--- src/rtl/demux_rr_sched_if.sv ---
`default_nettype none
// ============================================================================
// demux_rr_sched_if : producer channel and eight consumer lanes of the steerer
// Revision: 1.0
// ============================================================================
interface demux_rr_sched_if #(
   parameter int WIDTH = 8
);
   logic             in_val;
   logic             in_rdy;
   logic [WIDTH-1:0] in_msg;
   logic [2:0]       in_dest;
   logic             in_mode;
   logic [7:0]       out_val;
   logic [7:0]       out_rdy;
   logic [WIDTH-1:0] out_msg;
   logic [2:0]       out_sel;
   logic [7:0]       skip_count;

   modport master (
      output in_val,
      output in_msg,
      output in_dest,
      output in_mode,
      output out_rdy,
      input  in_rdy,
      input  out_val,
      input  out_msg,
      input  out_sel,
      input  skip_count
   );

   modport slave (
      input  in_val,
      input  in_msg,
      input  in_dest,
      input  in_mode,
      input  out_rdy,
      output in_rdy,
      output out_val,
      output out_msg,
      output out_sel,
      output skip_count
   );
endinterface
`default_nettype wire

--- src/rtl/demux_rr_sched.sv ---
`default_nettype none
// ============================================================================
// demux_rr_sched : one-entry buffered 1-to-8 message steerer, directed or
//                  round-robin with timeout-based skipping of stalled lanes
// Revision: 1.0
// ============================================================================
module demux_rr_sched #(
   parameter int WIDTH      = 8,
   parameter int SKIP_LIMIT = 4
) (
   input  logic            clk,
   input  logic            reset_n,
   demux_rr_sched_if.slave bus
);

   typedef enum logic [0:0] {
      S_EMPTY = 1'b0,
      S_FULL  = 1'b1
   } state_e;

   localparam logic [7:0] c_SKIP_LIMIT = 8'(SKIP_LIMIT);
   localparam bit         c_SKIP_EN    = (SKIP_LIMIT > 0);

   state_e           state_q, state_d;
   logic [WIDTH-1:0] msg_q, msg_d;
   logic [2:0]       dest_q, dest_d;
   logic             mode_q, mode_d;
   logic [2:0]       ptr_q, ptr_d;
   logic [7:0]       stall_q, stall_d;
   logic [7:0]       skip_q, skip_d;
   logic [7:0]       out_val_q, out_val_d;
   logic [2:0]       out_sel_q, out_sel_d;

   logic [2:0]       w_tgt;
   logic [2:0]       w_tgt_nxt;
   logic             w_out_fire;
   logic             w_in_rdy;
   logic             w_in_fire;

   assign w_out_fire = |(out_val_q & bus.out_rdy);
   assign w_in_rdy   = reset_n & ((state_q == S_EMPTY) | w_out_fire);
   assign w_in_fire  = bus.in_val & w_in_rdy;
   assign w_tgt      = mode_q ? ptr_q : dest_q;

   always_comb begin
      state_d   = state_q;
      msg_d     = msg_q;
      dest_d    = dest_q;
      mode_d    = mode_q;
      ptr_d     = ptr_q;
      stall_d   = stall_q;
      skip_d    = skip_q;
      w_tgt_nxt = 3'd0;
      out_val_d = 8'd0;
      out_sel_d = out_sel_q;

      if (state_q == S_FULL) begin
         if (w_out_fire) begin
            stall_d = 8'd0;
            state_d = S_EMPTY;
            if (mode_q) begin
               ptr_d = w_tgt + 3'd1;
            end
         end else if (mode_q && c_SKIP_EN) begin
            // In round-robin a missed transfer always means out_rdy[ptr] was low.
            if (stall_q + 8'd1 == c_SKIP_LIMIT) begin
               stall_d = 8'd0;
               ptr_d   = ptr_q + 3'd1;
               if (skip_q != 8'hFF) begin
                  skip_d = skip_q + 8'd1;
               end
            end else begin
               stall_d = stall_q + 8'd1;
            end
         end
      end

      if (w_in_fire) begin
         state_d = S_FULL;
         msg_d   = bus.in_msg;
         dest_d  = bus.in_dest;
         mode_d  = bus.in_mode;
      end

      // Steering outputs are precomputed so they leave straight from flops.
      w_tgt_nxt = mode_d ? ptr_d : dest_d;
      if (state_d == S_FULL) begin
         out_val_d = 8'd1 << w_tgt_nxt;
         out_sel_d = w_tgt_nxt;
      end
   end

   always_ff @(posedge clk) begin
      if (!reset_n) begin
         state_q   <= S_EMPTY;
         msg_q     <= '0;
         dest_q    <= 3'd0;
         mode_q    <= 1'b0;
         ptr_q     <= 3'd0;
         stall_q   <= 8'd0;
         skip_q    <= 8'd0;
         out_val_q <= 8'd0;
         out_sel_q <= 3'd0;
      end else begin
         state_q   <= state_d;
         msg_q     <= msg_d;
         dest_q    <= dest_d;
         mode_q    <= mode_d;
         ptr_q     <= ptr_d;
         stall_q   <= stall_d;
         skip_q    <= skip_d;
         out_val_q <= out_val_d;
         out_sel_q <= out_sel_d;
      end
   end

   assign bus.in_rdy     = w_in_rdy;
   assign bus.out_val    = out_val_q;
   assign bus.out_msg    = msg_q;
   assign bus.out_sel    = out_sel_q;
   assign bus.skip_count = skip_q;

endmodule
`default_nettype wire

--- src/flat_wrapper.sv ---
// flat-port wrapper written by rule: the top's interface ports become plain ports
module demux_rr_sched_flat 
#(
   parameter int WIDTH      = 8,
   parameter int SKIP_LIMIT = 4
)
  (clk, reset_n, bus_in_val, bus_in_msg, bus_in_dest, bus_in_mode, bus_out_rdy, bus_in_rdy, bus_out_val, bus_out_msg, bus_out_sel, bus_skip_count);
  demux_rr_sched_if #(.WIDTH(WIDTH)) bus_i ();
  input  logic clk;
  input  logic reset_n;
  input wire logic [$bits(bus_i.in_val)-1:0] bus_in_val;
  input wire logic [$bits(bus_i.in_msg)-1:0] bus_in_msg;
  input wire logic [$bits(bus_i.in_dest)-1:0] bus_in_dest;
  input wire logic [$bits(bus_i.in_mode)-1:0] bus_in_mode;
  input wire logic [$bits(bus_i.out_rdy)-1:0] bus_out_rdy;
  output wire logic [$bits(bus_i.in_rdy)-1:0] bus_in_rdy;
  output wire logic [$bits(bus_i.out_val)-1:0] bus_out_val;
  output wire logic [$bits(bus_i.out_msg)-1:0] bus_out_msg;
  output wire logic [$bits(bus_i.out_sel)-1:0] bus_out_sel;
  output wire logic [$bits(bus_i.skip_count)-1:0] bus_skip_count;
  assign bus_i.in_val = bus_in_val;
  assign bus_i.in_msg = bus_in_msg;
  assign bus_i.in_dest = bus_in_dest;
  assign bus_i.in_mode = bus_in_mode;
  assign bus_i.out_rdy = bus_out_rdy;
  assign bus_in_rdy = bus_i.in_rdy;
  assign bus_out_val = bus_i.out_val;
  assign bus_out_msg = bus_i.out_msg;
  assign bus_out_sel = bus_i.out_sel;
  assign bus_skip_count = bus_i.skip_count;
  demux_rr_sched #(.WIDTH(WIDTH), .SKIP_LIMIT(SKIP_LIMIT)) u_core (.clk(clk), .reset_n(reset_n), .bus(bus_i));
endmodule
--- config.mk ---
export PLATFORM = sky130hd
export DESIGN_NAME = demux_rr_sched_flat
export DESIGN_NICKNAME = d
export VERILOG_FILES = /design/src/rtl/demux_rr_sched_if.sv /design/src/rtl/demux_rr_sched.sv /design/src/flat_wrapper.sv
export SDC_FILE = /design/constraint.sdc
export NUM_CORES = 1
export LEC_CHECK = 0
export CORE_AREA = 3 3 98 100
export DETAILED_ROUTE_END_ITERATION = 7
export DIE_AREA = 0 0 101 103
export GPL_ROUTABILITY_DRIVEN = 0
export GPL_TIMING_DRIVEN = 0
export SETUP_SLACK_MARGIN = 0.02
export SLEW_MARGIN = 30
export SYNTH_ARGS = -nofsm -noshare
export SYNTH_HDL_FRONTEND = slang
export SYNTH_SLANG_ARGS = --single-unit
--- constraint.sdc ---
create_clock -name clk -period 3.32 [get_ports clk]
set_input_delay 0.332 -clock clk [delete_from_list [all_inputs] [get_ports clk]]
set_output_delay 0.332 -clock clk [all_outputs]
set_load 0.01 [all_outputs]
== Word level (Yosys, flattened, before mapping) ==
Cells that the tools add are included.

* Multipliers: 0
* Add/sub/neg operators: 4
* Equal/unequal tests: 2
* Div/mod/pow operators: 0
* Multiplexer cells: 15
* Bitwise operators: 6
* Reduce and logical (&&, ||, !) cells: 5
* $lt $le $gt $ge: 0
* Shift-type cells: 1

{| class="wikitable"
|+ Operators with widths
! operator !! number
|-
| $mux 3 || 8
|-
| $mux 8 || 3
|-
| $add 8x1->8 const B || 2
|-
| $and 8x8->8 || 1
|-
| $eq 8x3->1 const B || 1
|-
| $ne 8x8->1 const B || 1
|-
| $reduce_or 8->1 || 1
|-
| $shl 1x3->8 const A || 1
|-
| $add 3x1->3 const B || 2
|-
| $reduce_and 5->1 || 1
|-
| $mux 1 || 4
|-
| $reduce_and 2->1 || 2
|-
| $and 1x1->1 || 2
|-
| $not 1->1 || 2
|-
| $reduce_bool 2->1 || 1
|-
| $or 1x1->1 || 1
|}

* Input bits: 23
* Memories kept: 0
* Latch bits: 0
* Output and inout bits: 28
* Flip-flop bits (word level): 43
* Memory bits (read-only): 0
* RAM bits: 0
* Word-level logic and storage cells: 42

== Logic depth before layout (Yosys ltp) ==
* Depth in word-level cells: 8
* Mapped depth: 10
* Depth with buffers taken out: 9

== Worst setup path after synthesis ==
OpenSTA, ideal clock, no wires.

* Path kind: register -> register
* Start point: register u_core.mode_q
* End point: register u_core.out_val_q[4] (netlist: u_core.bus.out_val[4])
* Required time: 3.241 ns
* Stages on the path, launching flop included: 9
* Buffers on the path: 1
* Arrival: 2.267 ns
* Clock period less this slack: 2.346 ns
* Library setup time: 0.079 ns
* Slack: 0.974 ns
* Cells stage by stage: dfxtp_1 -> clkbuf_1 -> nand2_1 -> nand2_1 -> ha_1 -> and3_1 -> o41a_1 -> or4_4 -> a211oi_2

* Cells in the longest elaborated chain, start to end: 7
* Elaborated cells between the ends (all ways): 9
* Classes of those cells: add/sub: 1; shift: 1; mux: 7

{| class="wikitable"
|+ RTL lines
! item !! line !! source
|-
| start, declared || demux_rr_sched.sv:27 || <nowiki>logic mode_q, mode_d;</nowiki>
|-
| start signal, assigned || demux_rr_sched.sv:108 || <nowiki>mode_q <= mode_d;</nowiki>
|-
| $mux 3 || demux_rr_sched.sv:43 || <nowiki>assign w_tgt = mode_q ? ptr_q : dest_q;</nowiki>
|-
| $add 3x1->3 || demux_rr_sched.sv:62 || <nowiki>ptr_d = w_tgt + 3'd1;</nowiki>
|-
| $mux 3 || demux_rr_sched.sv:61 || <nowiki>if (mode_q) begin</nowiki>
|-
| $mux 3 || demux_rr_sched.sv:58 || <nowiki>if (w_out_fire) begin</nowiki>
|-
| $mux 3 || demux_rr_sched.sv:57 || <nowiki>if (state_q == S_FULL) begin</nowiki>
|-
| $mux 3 (*) || demux_rr_sched.sv:86 || <nowiki>w_tgt_nxt = mode_d ? ptr_d : dest_d;</nowiki>
|-
| $shl 1x3->8 (*) || demux_rr_sched.sv:88 || <nowiki>out_val_d = 8'd1 << w_tgt_nxt;</nowiki>
|-
| end signal, assigned || demux_rr_sched.sv:112 || <nowiki>out_val_q <= out_val_d;</nowiki>
|-
| end, declared || demux_rr_sched.sv:31 || <nowiki>logic [7:0] out_val_q, out_val_d;</nowiki>
|}

Every way passes the cells marked *; elsewhere a longest branch is shown, timed or not.
A chain may end at the register's enable or synchronous reset.

== Worst setup path in the final report ==
* Start point: input port bus_out_rdy[3]
* End point: output port bus_in_rdy

* Cells in the longest elaborated chain, start to end: 4

{| class="wikitable"
|+ RTL lines
! item !! line !! source
|-
| start, declared || flat_wrapper.sv:15 || <nowiki>input wire logic [$bits(bus_i.out_rdy)-1:0] bus_out_rdy;</nowiki>
|-
| $and 8x8->8 || demux_rr_sched.sv:40 || <nowiki>assign w_out_fire = |(out_val_q & bus.out_rdy);</nowiki>
|-
| $reduce_or 8->1 || demux_rr_sched.sv:40 ||
|-
| $or 1x1->1 || demux_rr_sched.sv:41 || <nowiki>assign w_in_rdy = reset_n & ((state_q == S_EMPTY) | w_out_fire);</nowiki>
|-
| $and 1x1->1 || demux_rr_sched.sv:41 ||
|-
| end, declared || flat_wrapper.sv:16 || <nowiki>output wire logic [$bits(bus_i.in_rdy)-1:0] bus_in_rdy;</nowiki>
|}

Every way passes these cells.

==> key figures <==
Floorplan
  • Number of placement rows: 34
  • Ports: 51
  • Die Wd: slightly above 100 µm
  • Die ar.: approximately 10000 µm²
  • Initial Util: between 20% and 30%
  • CORE AREA: ~8800 µm²
  • Die H: about 100 µm

Clock network
  • Clk Latency, worst-skew pair: about 0.30 ns
  • CTS Buffer Depth: 2
  • CTS Hold Buffers Added: 0
  • CTS resizes: 0
  • CTS sink count: 43
  • Clock Tree Root: clkbuf_8
  • TritonCTS clock tree: done
  • Postcts setup bufs: 0
  • # H-tree levels: 2
  • Total CTS buffers: 5
  • Clock transition at path regs: about 0.09 ns

Synth
  • Mapped Area: 2178 µm²
  • Ranking of synthesized cells by area: dfxtp_1, nand2_1, a21oi_1
  • Area share of the largest cell type after synthesis: 39.52%
  • Largest family of logic cells by synthesized area: simple AND/OR/NAND/NOR gates
  • Post-Synth Simple-Gate Area: a little under a third
  • Top_reg_cell synth: dfxtp_1
  • Mux contribution to synthesized area: around 1.4%
  • Syn Inst Count: approximately 260
  • Post-synth ARST share: 0%
  • #FFs+latches synth: 43
  • Syn Nets: just under 300
  • Area share of xor/xnor cells in the synthesized design: 2.412%
  • Compound-Gate Fraction of Synth Area: roughly a fifth
  • Sequential fraction of the synthesis area: slightly below 40%
  • Adder-Cell Fraction of Synth Area: about 2.3%
  • Synth warn: 0
  • Yosys top cell by area: dfxtp_1
  • EDFF count, synth: 0
  • Post-synthesis average cell area: a little over 8 µm²
  • Synth cell types: between 50 and 60

STA
  • Tmin final: around 2.8 ns
  • Final hold viol count: 0
  • Tightest Pin Transition: about 0.76 ns
  • Clock Skews: approximately 0.013 ns
  • Final Max Tran Viols: 0
  • Rel. slew slack: 48.85%
  • RSZ-0062 raised after global routing: no
  • Period utilisation layout: between 80% and 90%
  • Maximum clock rate: around 0.36 GHz
  • Final setup viols: 0
  • Setup tns final: 0 ns

Detailed routing
  • Antenna-violating nets left: 0
  • Routed vias: approximately 2.2k
  • Drt first-iter violations: 107
  • DR pass1 iterations: 4
  • DRC Markers: 0
  • Per-cell routed wire length: ~14 µm
  • Total Wirelength: a little under 6000 µm
  • Vias per cell: about 5

Final layout
  • # fillers: 931
  • # nets final: between 300 and 400
  • Final Non-Filler Cells: 430
  • Ant diodes: 0
  • Multi-input gate area: around 1300 µm²
  • FF+latch area: about 860 µm²
  • Layout cells sized above 1: under 10%
  • Area Growth Syn to Fin: 33.08%

Worst setup path
  • Arr. time, crit path: roughly 2.5 ns
  • Crit path max-delay family: simple AND/OR/NAND/NOR gates
  • Worst path max stage delay: approximately 0.62 ns
  • Max Fanout on Critical Path: 10
  • Crit-path slowest cell: nor2_1
  • Worst setup path start: bus_out_rdy[3]
  • Critical Path Source Type: primary input
  • Crit. End Element: output port
  • Reg2reg start: u_core.mode_q
  • Buf/Inv on CP: 2
  • Critical path cell sequence: clkdlybuf4s50_1 > a22oi_2 > nand4_1 > nor2_1 > nor2_1 > clkdlybuf4s50_1
  • Crit path kind: primary input to output port
  • Worst Path Required: 2.99 ns

Job
  • MaxCap Viol Count: 0

Placement
  • Placed Cells: 422
  • Post-DP HPWL: 4391 µm
  • IO Port Bufs: 50

Global route
  • Initial antenna violation count: 0
  • GRT met3 Usage: 3.180%
  • Total gr overflow: 0
  • Total Routing Usage GR: between 10% and 20%
  • Layer with the highest usage: met2
  • M1 GR Usage: between 10% and 20%
  • First-pass GRT wire length: about 10000 µm
  • Vias in the first global route: just over 2k
  • Pin count of the biggest net entering global routing: 14
  • Met2 Resource Use GR: around a fifth

Hold path
  • Min-delay worst type: register to register
  • Min-delay src: u_core.bus.out_msg[0]

Power
  • Worst VDD drop: approximately 0.00016 V
  • Pleak: 1.038 nW
  • PD cells: between 300 and 400 nW/µm²

Run status
  • Status: finished clean
## cell families after synthesis
kind of cell	after synthesis
xor+xnor	6
simple gates	127
buf+inv	16
mux	3
fa+ha+maj	4
compound gates	65
flops	43
## cell usage in the layout, fill, tap and decap left out, types with 5 or more instances in the layout
cell type / count
o21ai_0: 15
clkdlybuf4s50_1: 50
nand3b_1: 5
and3_1: 7
nand3_1: 12
nand2b_1: 6
nor2_1: 16
nor3_1: 7
nand2_1: 45
clkbuf_1: 11
xor2_1: 5
dfxtp_1: 43
a21oi_1: 22
clkbuf_8: 5
nand4_1: 8
## metrics by stage
step | worst slack, ns | hold slack, ns | power [mW] | utilization (%) | cell area [µm²]
6_report | 0.5225 | 0.4561 | 1.056 | 33.08 | 2899
5_1_grt | 0.2834 | 0.4829 | 1.112 | 33.08 | 2899
4_1_cts | 0.5047 | 0.4589 | 1.072 | 33.08 | 2899
3_5_place_dp | 0.3830 | 0.4446 | 0.7365 | 32.11 | 2814
3_3_place_gp | 0.3982 | 0.4413 | 0.7350 | 32.11 | 2814
2_1_floorplan | 0.9737 | 0.4310 | 0.6461 | - | 2178
## synthesized netlist by cell type (5+ instances only)
library cell and n:
nand2_1 45, dfxtp_1 43, a21oi_1 22, nor2_1 16, o21ai_0 15, nand3_1 12, clkbuf_1 10, nand4_1 8
and3_1 7, nor3_1 7, nand2b_1 6, nand3b_1 5, xor2_1 5
## worst paths after layout
path | to | slack (ns) | depth (start not counted)
worst min register to register | u_core.bus.out_msg[0] | 0.46 | 2
worst max-delay path | bus_in_rdy | 0.52 | 6
worst min-delay path | u_core.bus.out_msg[0] | 0.46 | 2
worst max register to register | u_core.bus.out_val[5] | 0.53 | 8
## worst min-delay path: stages, from the launching register on
cell and delay, ns:
dfxtp_1 0.32, nand3_1 0.06, nand2_1 0.04
## layer usage
layer / vias up / wire (µm)
met3: 8 / 356
li1: 1080 / -
met2: 53 / 2709
met1: 1023 / 2737
met4: 0 / 91
met5: - / 0
## report_power, final
| group | total (mW) | leakage, nW | internal [mW] | switching [mW] |
|---|---|---|---|---|
| registers | 0.546 | 0.349 | 0.534 | 0.0115 |
| clock network | 0.332 | 0.0412 | 0.147 | 0.185 |
| logic | 0.179 | 0.647 | 0.0829 | 0.0958 |
| total | 1.06 | 1.04 | 0.764 | 0.292 |
## layout make-up
| cell class | count | share of cell area [%] |
|---|---|---|
| buffer | 11 | 1.467 |
| clock buffer | 6 | 2.503 |
| clock inverter | 2 | 0.4316 |
| inverter | 5 | 0.6474 |
| multi-input combinational | 205 | 43.33 |
| sequential | 43 | 29.69 |
| tap | 108 | 4.661 |
| timing repair buffer | 50 | 17.26 |
## flip-flops by register name, indices dropped and copies added (netlist names)
name	count
u_core.bus.skip_count	8
u_core.bus.out_msg	8
u_core.mode_q	1
u_core.state_q	1
u_core.ptr_q	3
u_core.bus.out_val	8
u_core.dest_q	3
u_core.stall_q	8
u_core.bus.out_sel	3
No activity file was read; power rests on OpenSTA's default activity.
